### config.mk
export PLATFORM = sky130hd
export DESIGN_NAME = load_cell_a2d
export DESIGN_NICKNAME = d
export VERILOG_FILES = /design/src/rtl/load_cell_a2d.sv
export SDC_FILE = /design/constraint.sdc
export NUM_CORES = 1
export LEC_CHECK = 0
export ABC_AREA = 1
export BUFFER_PORTS_ARGS = -buffer_cell sky130_fd_sc_hd__buf_4
export CORE_MARGIN = 2
export CORE_UTILIZATION = 35
export DETAILED_ROUTE_END_ITERATION = 16
export SETUP_SLACK_MARGIN = 0.2
export SYNTH_ARGS = -nofsm -noshare
export SYNTH_HDL_FRONTEND = slang
export SYNTH_SLANG_ARGS = --single-unit
### constraint.sdc
create_clock -name clk -period 2.6 [get_ports clk]
set_input_delay 0.13 -clock clk [delete_from_list [all_inputs] [get_ports clk]]
set_output_delay 0.13 -clock clk [all_outputs]
set_load 0.01 [all_outputs]
### src/rtl/load_cell_a2d.sv
`default_nettype none
// ============================================================================
// Module  : load_cell_a2d
// Purpose : Round-robin SPI A2D reader for two load cells, steer pot, battery.
// Revision: 1.0
// ============================================================================
module load_cell_a2d #(
  parameter logic [2:0] CH_LFT   = 3'd0,
  parameter logic [2:0] CH_RGHT  = 3'd4,
  parameter logic [2:0] CH_STEER = 3'd5,
  parameter logic [2:0] CH_BATT  = 3'd6
) (
  input  logic        clk,
  input  logic        rst,
  input  logic        nxt,
  input  logic        MISO,
  output logic        SS_n,
  output logic        SCLK,
  output logic        MOSI,
  output logic [11:0] lft_ld,
  output logic [11:0] rght_ld,
  output logic [11:0] steer_pot,
  output logic [11:0] batt,
  output logic        cnv_cmplt
);

  typedef enum logic [2:0] {
    IDLE = 3'd0,
    TX1  = 3'd1,
    GAP  = 3'd2,
    TX2  = 3'd3,
    DONE = 3'd4
  } state_t;

  localparam logic [9:0] C_FRAME_LAST = 10'd519;
  localparam logic [9:0] C_GAP_LAST   = 10'd31;
  localparam logic [9:0] C_LEAD       = 10'd8;

  state_t      r_state;
  logic [9:0]  r_cnt;
  logic [1:0]  r_ptr;
  logic [15:0] r_tx;
  logic [11:0] r_rx;
  logic        r_ss_n;
  logic        r_sclk;
  logic        r_mosi;
  logic        r_cnv_cmplt;
  logic [11:0] r_lft;
  logic [11:0] r_rght;
  logic [11:0] r_steer;
  logic [11:0] r_batt;

  logic [9:0]  w_cnt_inc;
  logic [4:0]  w_ph;
  logic        w_fall;
  logic        w_rise;
  logic [2:0]  w_ch;

  // SCLK phase is referenced to the first falling edge, 8 clk into the frame
  assign w_cnt_inc = r_cnt + 10'd1;
  assign w_ph      = w_cnt_inc[4:0] - 5'd8;
  assign w_fall    = (w_cnt_inc >= C_LEAD) && (w_ph == 5'd0);
  assign w_rise    = (w_cnt_inc >= C_LEAD) && (w_ph == 5'd16);

  always_comb begin
    w_ch = CH_LFT;
    case (r_ptr)
      2'd0:    w_ch = CH_LFT;
      2'd1:    w_ch = CH_RGHT;
      2'd2:    w_ch = CH_STEER;
      default: w_ch = CH_BATT;
    endcase
  end

  always_ff @(posedge clk or posedge rst) begin
    if (rst) begin
      r_state     <= IDLE;
      r_cnt       <= '0;
      r_ptr       <= 2'd0;
      r_tx        <= '0;
      r_rx        <= '0;
      r_ss_n      <= 1'b1;
      r_sclk      <= 1'b1;
      r_mosi      <= 1'b0;
      r_cnv_cmplt <= 1'b0;
      r_lft       <= '0;
      r_rght      <= '0;
      r_steer     <= '0;
      r_batt      <= '0;
    end else begin
      r_cnv_cmplt <= 1'b0;
      case (r_state)
        IDLE: begin
          if (nxt) begin
            r_state <= TX1;
            r_ss_n  <= 1'b0;
            r_cnt   <= '0;
            r_sclk  <= 1'b1;
            r_mosi  <= 1'b0;
            r_tx    <= {2'b00, w_ch, 11'h000};
            r_rx    <= '0;
          end
        end
        TX1, TX2: begin
          if (r_cnt == C_FRAME_LAST) begin
            r_state <= (r_state == TX1) ? GAP : DONE;
            r_ss_n  <= 1'b1;
            r_mosi  <= 1'b0;
            r_cnt   <= '0;
          end else begin
            r_cnt <= w_cnt_inc;
            if (w_fall) begin
              r_sclk <= 1'b0;
              r_mosi <= r_tx[15];
              r_tx   <= {r_tx[14:0], 1'b0};
            end
            // only the last 12 bits shifted in survive; the upper nibble falls out
            if (w_rise) begin
              r_sclk <= 1'b1;
              r_rx   <= {r_rx[10:0], MISO};
            end
          end
        end
        GAP: begin
          if (r_cnt == C_GAP_LAST) begin
            r_state <= TX2;
            r_ss_n  <= 1'b0;
            r_cnt   <= '0;
            r_sclk  <= 1'b1;
            r_mosi  <= 1'b0;
            r_tx    <= 16'h0000;
            r_rx    <= '0;
          end else begin
            r_cnt <= w_cnt_inc;
          end
        end
        DONE: begin
          case (r_ptr)
            2'd0:    r_lft   <= r_rx;
            2'd1:    r_rght  <= r_rx;
            2'd2:    r_steer <= r_rx;
            default: r_batt  <= r_rx;
          endcase
          r_cnv_cmplt <= 1'b1;
          r_ptr       <= r_ptr + 2'd1;
          r_state     <= IDLE;
        end
        default: r_state <= IDLE;
      endcase
    end
  end

  assign SS_n      = r_ss_n;
  assign SCLK      = r_sclk;
  assign MOSI      = r_mosi;
  assign lft_ld    = r_lft;
  assign rght_ld   = r_rght;
  assign steer_pot = r_steer;
  assign batt      = r_batt;
  assign cnv_cmplt = r_cnv_cmplt;

endmodule
`default_nettype wire

### Yosys cells after proc, flatten, opt, wreduce, memory -nomap -nowiden

Index checks and enable logic that the tools add are counted.

| word-level totals | value |
|---|---|
| flip-flop bits (word level) | 95 |
| input bits | 4 |
| output and inout port bits | 52 |
| word-level logic and storage cells | 88 |

| operators by class | value |
|---|---|
| $add $sub $neg | 3 |
| $lt $le $gt $ge | 1 |
| eq/ne operators | 17 |
| multiplexer cells | 34 |
| bitwise operators | 1 |
| reductions and logical operators | 19 |

Operator list:

| cell | number |
|---|---|
| $mux W16 | 4 |
| $mux W12 | 4 |
| $pmux W16 S3 | 1 |
| $pmux W12 S3 | 1 |
| $mux W10 | 3 |
| $pmux W10 S3 | 1 |
| $pmux W3 S3 | 2 |
| $reduce_and A5 Y1 | 3 |
| $mux W3 | 4 |
| $ne A2 B2 Y1 const B | 6 |
| $mux W1 | 11 |
| $add A10 B1 Y10 const B | 1 |
| $eq A10 B10 Y1 const B | 1 |
| $eq A10 B5 Y1 const B | 1 |
| $ge A10 B4 Y1 const B | 1 |
| $reduce_and A2 Y1 | 5 |
| $pmux W1 S3 | 3 |
| $reduce_and A4 Y1 | 2 |
| $eq A3 B2 Y1 const B | 2 |
| $ne A3 B3 Y1 const B | 2 |
| $eq A5 B5 Y1 const B | 1 |
| $logic_not A5 Y1 | 1 |
| $sub A5 B4 Y5 const B | 1 |
| $eq A3 B1 Y1 const B | 1 |
| 12 further kinds | 13 |

### Logic depth before layout (Yosys ltp)

Gate-level depths: netlist of the first run.

| depth | value |
|---|---|
| depth after elaboration | 8 |
| depth in mapped cells | 12 |
| gate-level depth less buffers | 11 |

### Worst setup path after synthesis of the first run

No wires, ideal clock.

| path | value |
|---|---|
| path type | register to register |
| start point | register r_cnt[0] |
| end point | register r_rx[8] |
| setup time | 0.117 ns |
| arrival | 1.442 ns |
| slack | 1.041 ns |
| stages on the path, launching flop included | 11 |
| path buffers | 1 |
| clock period less this slack | 1.559 ns |
| cells stage by stage | dfrtp_1 > ha_1 > nand2_2 > inv_1 > nor2_1 > nor2_2 > nand3_1 > nand2_2 > buf_2 > nand4_1 > nand2_1 |

| on the way | value |
|---|---|
| cells in the longest elaborated chain, start to end | 6 |
| elaborated cells between the ends (all ways) | 11 |
| those cells by class | add/sub (2); order compare (1); eq/ne (6); reduce/logical (2) |

RTL lines:

| what | line | RTL |
|---|---|---|
| start: declaration | 40 | `logic [9:0] r_cnt;` |
| start signal: assignment | 111 | `r_cnt <= w_cnt_inc;` |
| start signal: assignment | 134 | `r_cnt <= w_cnt_inc;` |
| $add A10 B1 Y10 | 60 | `assign w_cnt_inc = r_cnt + 10'd1;` |
| $sub A5 B4 Y5 | 61 | `assign w_ph = w_cnt_inc[4:0] - 5'd8;` |
| $eq A5 B5 Y1 | 63 | `assign w_rise = (w_cnt_inc >= C_LEAD) && (w_ph == 5'd16);` |
| $logic_and A1 B1 Y1 | 63 |  |
| $ne A2 B2 Y1 (no source line) | - |  |
| $reduce_and A5 Y1 (no source line) * | - |  |
| end signal: assignment | 120 | `r_rx <= {r_rx[10:0], MISO};` |
| end: declaration | 43 | `logic [11:0] r_rx;` |

Every way passes the cells marked *; elsewhere a longest branch is shown, timed or not.
A chain may end at the register's enable or synchronous reset.

### Worst setup path after layout of the first run

| path | value |
|---|---|
| start point | register r_cnt[0] |
| end point | register r_rx[11] |

The elaborated chain is that of the path after synthesis.

==> out/metrics.yaml, run 1 <==
synth_edf_count: 0
antenna_found_initial: 0
cp_max_fo: 13
worst_pin_slew_ps: 688.7
slew_headroom: 0.5398
ys_top_cells_by_count: "nand2_1 (132), dfrtp_1 (82), o21ai_0 (57), inv_1 (31), nor2_1 (24)"
ios: 56
irDropWorstVdd_uv: 287.2
end_kind: "flop"
required_ps: 2870
initial_core_util: 0.3576
fillers: 1028
hold_viol: 0
leakage_uw: 0.002222
drive_gt1_frac: 0.2085
drv_cap: 0
clockBufferDepth: 2
setup_viol: 0
cts_tree: "yes"
outcome: "finished, final reports clean"
die_w_um: 106.5
timing.reg2reg.worst_path_depth: 8
yosysUniqueCellTypes: 29
synthCells: 410
grt_first_pass_wirelength_um: 13740
antenna_left: 0
synthMostInstantiatedCell: "nand2_1"
area_growth_pct: 20.70
startpoint_type: "flop"
core_area_um2: 10280
powerDensity_nw_per_um2: 854.8
cts.sinks: 84
slew_violations: 0
synth-main-ff-cell: "dfrtp_1"
place_hpwl_um: 5598
syn_area_um2: 3675
cts_max_level: 3
clock_skew_ps: 10.41
gp_congestion: 0.8061
hold_path.class: "in2reg"
max_freq_mhz: 504.3
fin_setup_tns_ps: 0
root_buffer: "clkbuf_8"
drt-initial-drc-count: 204
regToRegSetupSlack_ps: 620
placed_cell_area_um2: 4214
vias: 2831
drt-vias-per-instance: 4.672
yosysTopAreaCellShare: 0.5584
num-nets-final: 475
grt_max_degree: 70
cp_data_arrival_time_ps: 2250
hold_depth: 5
routed_wl_um: 8114
period_share: 0.7627
wl_per_cell_um: 13.39
grt_overflow: 0
synth_area_per_cell_um2: 8.963
hold_path_end: "r_rx[0]"
async_flop_share: 1.000
multi_input_area_um2: 1358
synth.largest_area_cell: "dfrtp_1"
period_minus_slack_ps: 1983
clock_latency_ps: 370
grt_pass1_vias: 2727
rsz0062_at_grt: "false"
antenna_cells: 0
firstDrtPassIters: 6
regToRegEndpoint: "r_rx[11]"
design_area_um2: 4436
rr_startpoint: "r_cnt[0]"
yosys-top-cells-area: "dfrtp_1 (56%), nand2_1 (13%), o21ai_0 (7.8%)"
syn-num-nets: 420
hold_path_startpoint: "MISO"
yosys_warnings: 0
die_y_um: 106.5
rows: 37
drc: 0
gr-usage-all-layers: 0.1552
port-buffer-count: 55
ys_ff_latch: 84
regArea_um2: 2105
numCtsBuffers: 9
fp.dieArea_um2: 11330
clk_pin_slew_ps: 100
seq_area_frac_synth: 0.5727
critical_path_class: "reg2reg"
[state kept, by name, summed over array words and instances, names as in the netlist]
name	flops
batt	12
lft_ld	12
r_rx	12
rght_ld	12
steer_pot	12
r_cnt	10
r_tx	5
r_state	3
r_ptr	2
MOSI	1
SCLK	1
SS_n	1
cnv_cmplt	1
[worst max-delay path by stage]
stage                        start  endpoint  slack, ps
after floorplan                rst      MOSI        310
after global placement    r_cnt[0]   r_rx[0]        710
after detailed placement  r_cnt[0]  r_rx[11]        630
after CTS                 r_cnt[0]  r_rx[11]        610
after global routing      r_cnt[0]   r_rx[1]        380
final                     r_cnt[0]  r_rx[11]        620
[placed cells by master (no fill, tap or decap)]
master	count
nand3_4	1
a21oi_1	4
nand3b_1	3
a21oi_4	1
buf_12	1
dfrtp_1	82
buf_4	55
nor3_1	3
inv_2	6
nor2_2	3
inv_8	2
clkbuf_8	9
xnor2_1	1
a22o_1	1
nand3_2	2
xor2_1	4
nor2_8	1
clkinv_2	1
dfstp_2	2
nor2_1	24
nand2_1	132
ha_1	6
nor2_4	2
nand3_1	9
nand2_2	4
nand4_1	14
clkinv_4	2
o21ai_0	57
dlygate4sd3_1	1
bufinv_16	1
inv_1	30
nand2_4	2
o22ai_1	1
inv_6	3
[routing by layer]
layer	wire, um	part of all wire	GRT usage
met5	0	0	0
met4	141	0.017	0.06401
met3	291	0.036	0.03188
met1	3979	0.49	0.2159
met2	3701	0.46	0.2367
[area by class of cell]
class | count | share of cell area
Clock buffer | 9 | 0.02793
Inverter | 38 | 0.03357
Timing Repair Buffer | 57 | 0.09986
Tap cell | 136 | 0.03836
Multi-Input combinational cell | 275 | 0.3061
Sequential cell | 84 | 0.4745
Clock inverter | 7 | 0.01975
[worst max-delay path: stages, from the launching register on]
cell and delay (ps):
dfrtp_1 440, ha_1 240, nand2_2 100, nor2_4 140
nand3_2 110, a21oi_4 340, nand3_2 310, nand2_1 140
nand2_1 60
[metrics by stage]
stage | power, uW | util | hold WS, ps | worst slack [ps] | instances
after floorplan | 2500 | - | 352.7 | 308.2 | 410
after global placement | 2783 | 0.4100 | 99.78 | 707.5 | 589
after detailed placement | 2807 | 0.4100 | 99.91 | 634.3 | 589
after CTS | 3828 | 0.4316 | 130.2 | 614.4 | 606
after global routing | 4071 | 0.4316 | 164.0 | 384.0 | 606
final | 3791 | 0.4316 | 128.5 | 617.0 | 606
[cell families (layout without fill, tap and decap cells)]
| kind of cell | after synthesis | count (layout) | share of synthesized area |
|---|---|---|---|
| AND/OR/NAND/NOR | 200 | 200 | 0.2455 |
| flip-flops | 84 | 84 | 0.5727 |
| AO/OA/AOI/OAI | 64 | 64 | 0.09159 |
| buffers and inverters | 51 | 111 | 0.05788 |
| adder cells (fa/ha/maj) | 6 | 6 | 0.02043 |
| XOR/XNOR | 5 | 5 | 0.01192 |
[timing repair]
| action | 4_1_cts | 5_1_grt |
|---|---|---|
| hold buffers | 1 | 0 |
| setup buffers | 0 | 0 |
| resized for setup | 0 | 0 |
| hold endpoints to repair | 15 | 0 |
[power by group]
group	internal [uW]	total [uW]	switching [uW]
Sequential	1510	1670	162
Clock	470	1010	544
Combinational	334	1100	770
Total	2320	3790	1480
Power figures use the tool's default switching activity.
==> inputs of run 2 (changes only) <==
- clock period: 2.6 -> 1.9 ns (I/O delays scaled with it)
==> out/metrics.yaml, run 2 (synthesized netlist as in run 1, its figures left out) <==
antenna_cells: 0  # unchanged
drv_cap: 0  # unchanged
regToRegSetupSlack_ps: 240  # -370 ps
design_area_um2: 4632  # +4.4%
place_inst: 598  # +1.5%
outcome: "finished, final reports clean"
root_buffer: "clkbuf_8"
slew_violations: 0  # unchanged
period_share: 0.8719  # +0.1092
fillers: 1019  # -0.88%
rows: 37  # unchanged
postLayoutCoreUtil: 0.4507  # +0.01911
clock_latency_ps: 370  # about the same
grt_max_degree: 51  # -27%
p_total_uw: 5398  # +42%
cts_tree: "yes"
gr-usage-all-layers: 0.1527  # -0.002417
hold_viol: 0  # unchanged
rr_startpoint: "r_cnt[1]"
fp.dieArea_um2: 11330  # unchanged
mostFrequentLayoutCell: "nand2_1"
place_hpwl_um: 5695  # +1.7%
clockBufferDepth: 2  # unchanged
cp_data_arrival_time_ps: 1910  # -340 ps
port-buffer-count: 55  # unchanged
cts.sinks: 84  # unchanged
regArea_um2: 2105  # unchanged
drc: 0  # unchanged
firstDrtPassIters: 4  # -2
vias: 2927  # +3.4%
wl_per_cell_um: 13.58  # +1.4%
setup_viol: 0  # unchanged
hold_path_startpoint: "MISO"
antenna_found_initial: 0  # unchanged
drt-initial-drc-count: 185  # -9.3%
irDropWorstVdd_uv: 604.5  # +110%
drive_gt1_frac: 0.2557  # +0.04716
worst_pin_slew_ps: 502.2  # -186.5 ps
initial_core_util: 0.3576  # unchanged
slew_headroom: 0.6645  # +0.1247
routed_wl_um: 8434  # +3.9%
rsz0062_at_grt: "true"
cts_max_level: 3  # unchanged
startpoint_type: "flop"
grt_pass1_vias: 2791  # +2.3%
clock_skew_ps: 16.27  # +5.858 ps
placed_cell_area_um2: 4284  # +1.7%
crit_start: "r_cnt[1]"
area_growth_pct: 26.05
cp_max_fo: 7  # -6
drt-vias-per-instance: 4.713  # +0.89%
max_freq_mhz: 603.6  # +20%
powerDensity_nw_per_um2: 1165  # +36%
numCtsBuffers: 9  # unchanged
gp_congestion: 0.7908  # -1.9%
ios: 56  # unchanged
end_kind: "flop"
die_w_um: 106.5  # unchanged
final_cell_mix: "nand2_1 (126), dfrtp_1 (82), buf_4 (67)"
num-nets-final: 490  # +3.2%
hold_path.class: "in2reg"
antenna_left: 0  # unchanged
final_cells: 621  # +2.5%
multi_input_area_um2: 1458  # +7.4%
grt_overflow: 0  # unchanged
leakage_uw: 0.002288  # +2.9%
die_y_um: 106.5  # unchanged
required_ps: 2150  # -720 ps
core_area_um2: 10280  # unchanged
period_minus_slack_ps: 1657  # -326.4 ps
fin_setup_tns_ps: 0  # unchanged
clk_pin_slew_ps: 90  # about the same
grt_first_pass_wirelength_um: 13620  # -0.90%
critical_path_class: "reg2reg"
run 2: cell types whose count changed in the layout (fill, tap and decap cells not counted), moves of 2 or more:
cell / delta
buf_4: +12
nand2_1: -6
nand2_4: +4
clkinvlp_4: +3
nand3_4: +3
buf_6: +2
inv_6: -2
nand2_2: +2
nand3_1: -2
nor2_1: -2
run 2: what timing repair did:
item                       4_1_cts  5_1_grt
gates resized for setup          2       23
pin swaps                        0        6
hold buffers                     1        0
buffers inserted                 2        2
hold endpoints to repair        19        0
gates cloned                     0        2
setup endpoints to repair       20       24
run 2: critical path, stage by stage (launching register included):
cell     delay, ps
dfrtp_1        410
ha_4           180
nand2_4         70
nor2_4         130
nand3_4        110
a21oi_4        300
nand3_4        180
nand2_2        110
nand2_2         40
run 2: layout make-up:
cell class / count / share of cell area
tap: 136 / 0.03674
clock buffer: 9 / 0.02674
sequential: 84 / 0.4543
inverter: 38 / 0.03323
multi-input combinational: 276 / 0.3147
clock inverter: 7 / 0.01432
timing repair buffer: 71 / 0.1199
run 2: through the flow:
stage	setup slack, ps	hold WS, ps
finish	243.4	84.07
global route	155.0	114.3
CTS	248.2	76.83
detailed placement	122.0	162.0
global placement	176.2	159.1
floorplan	340.9	317.7
run 2: routing by layer:
metal  GRT usage  vias to the layer above  share of wire
li1            -                     1452              -
met1      0.2121                     1407           0.48
met2      0.2390                       58           0.47
met3     0.02575                       10          0.039
met4     0.06030                        0          0.013
met5           0                        -              0
run 2: where the power goes:
group | internal, uW | switching, uW | total, uW | leakage (uW)
combinational | 626 | 1230 | 1850 | 0.00105
clock | 509 | 738 | 1250 | 0.0000918
sequential | 2070 | 227 | 2300 | 0.00115
total | 3200 | 2190 | 5400 | 0.00229
run 2: final timing paths:
path	to	cells after the start
max	r_rx[3]	8
min	r_rx[0]	5
max reg2reg	r_rx[3]	8
min reg2reg	r_rx[2]	2
max in group asynchronous	SS_n	4
min in group asynchronous	batt[10]	3
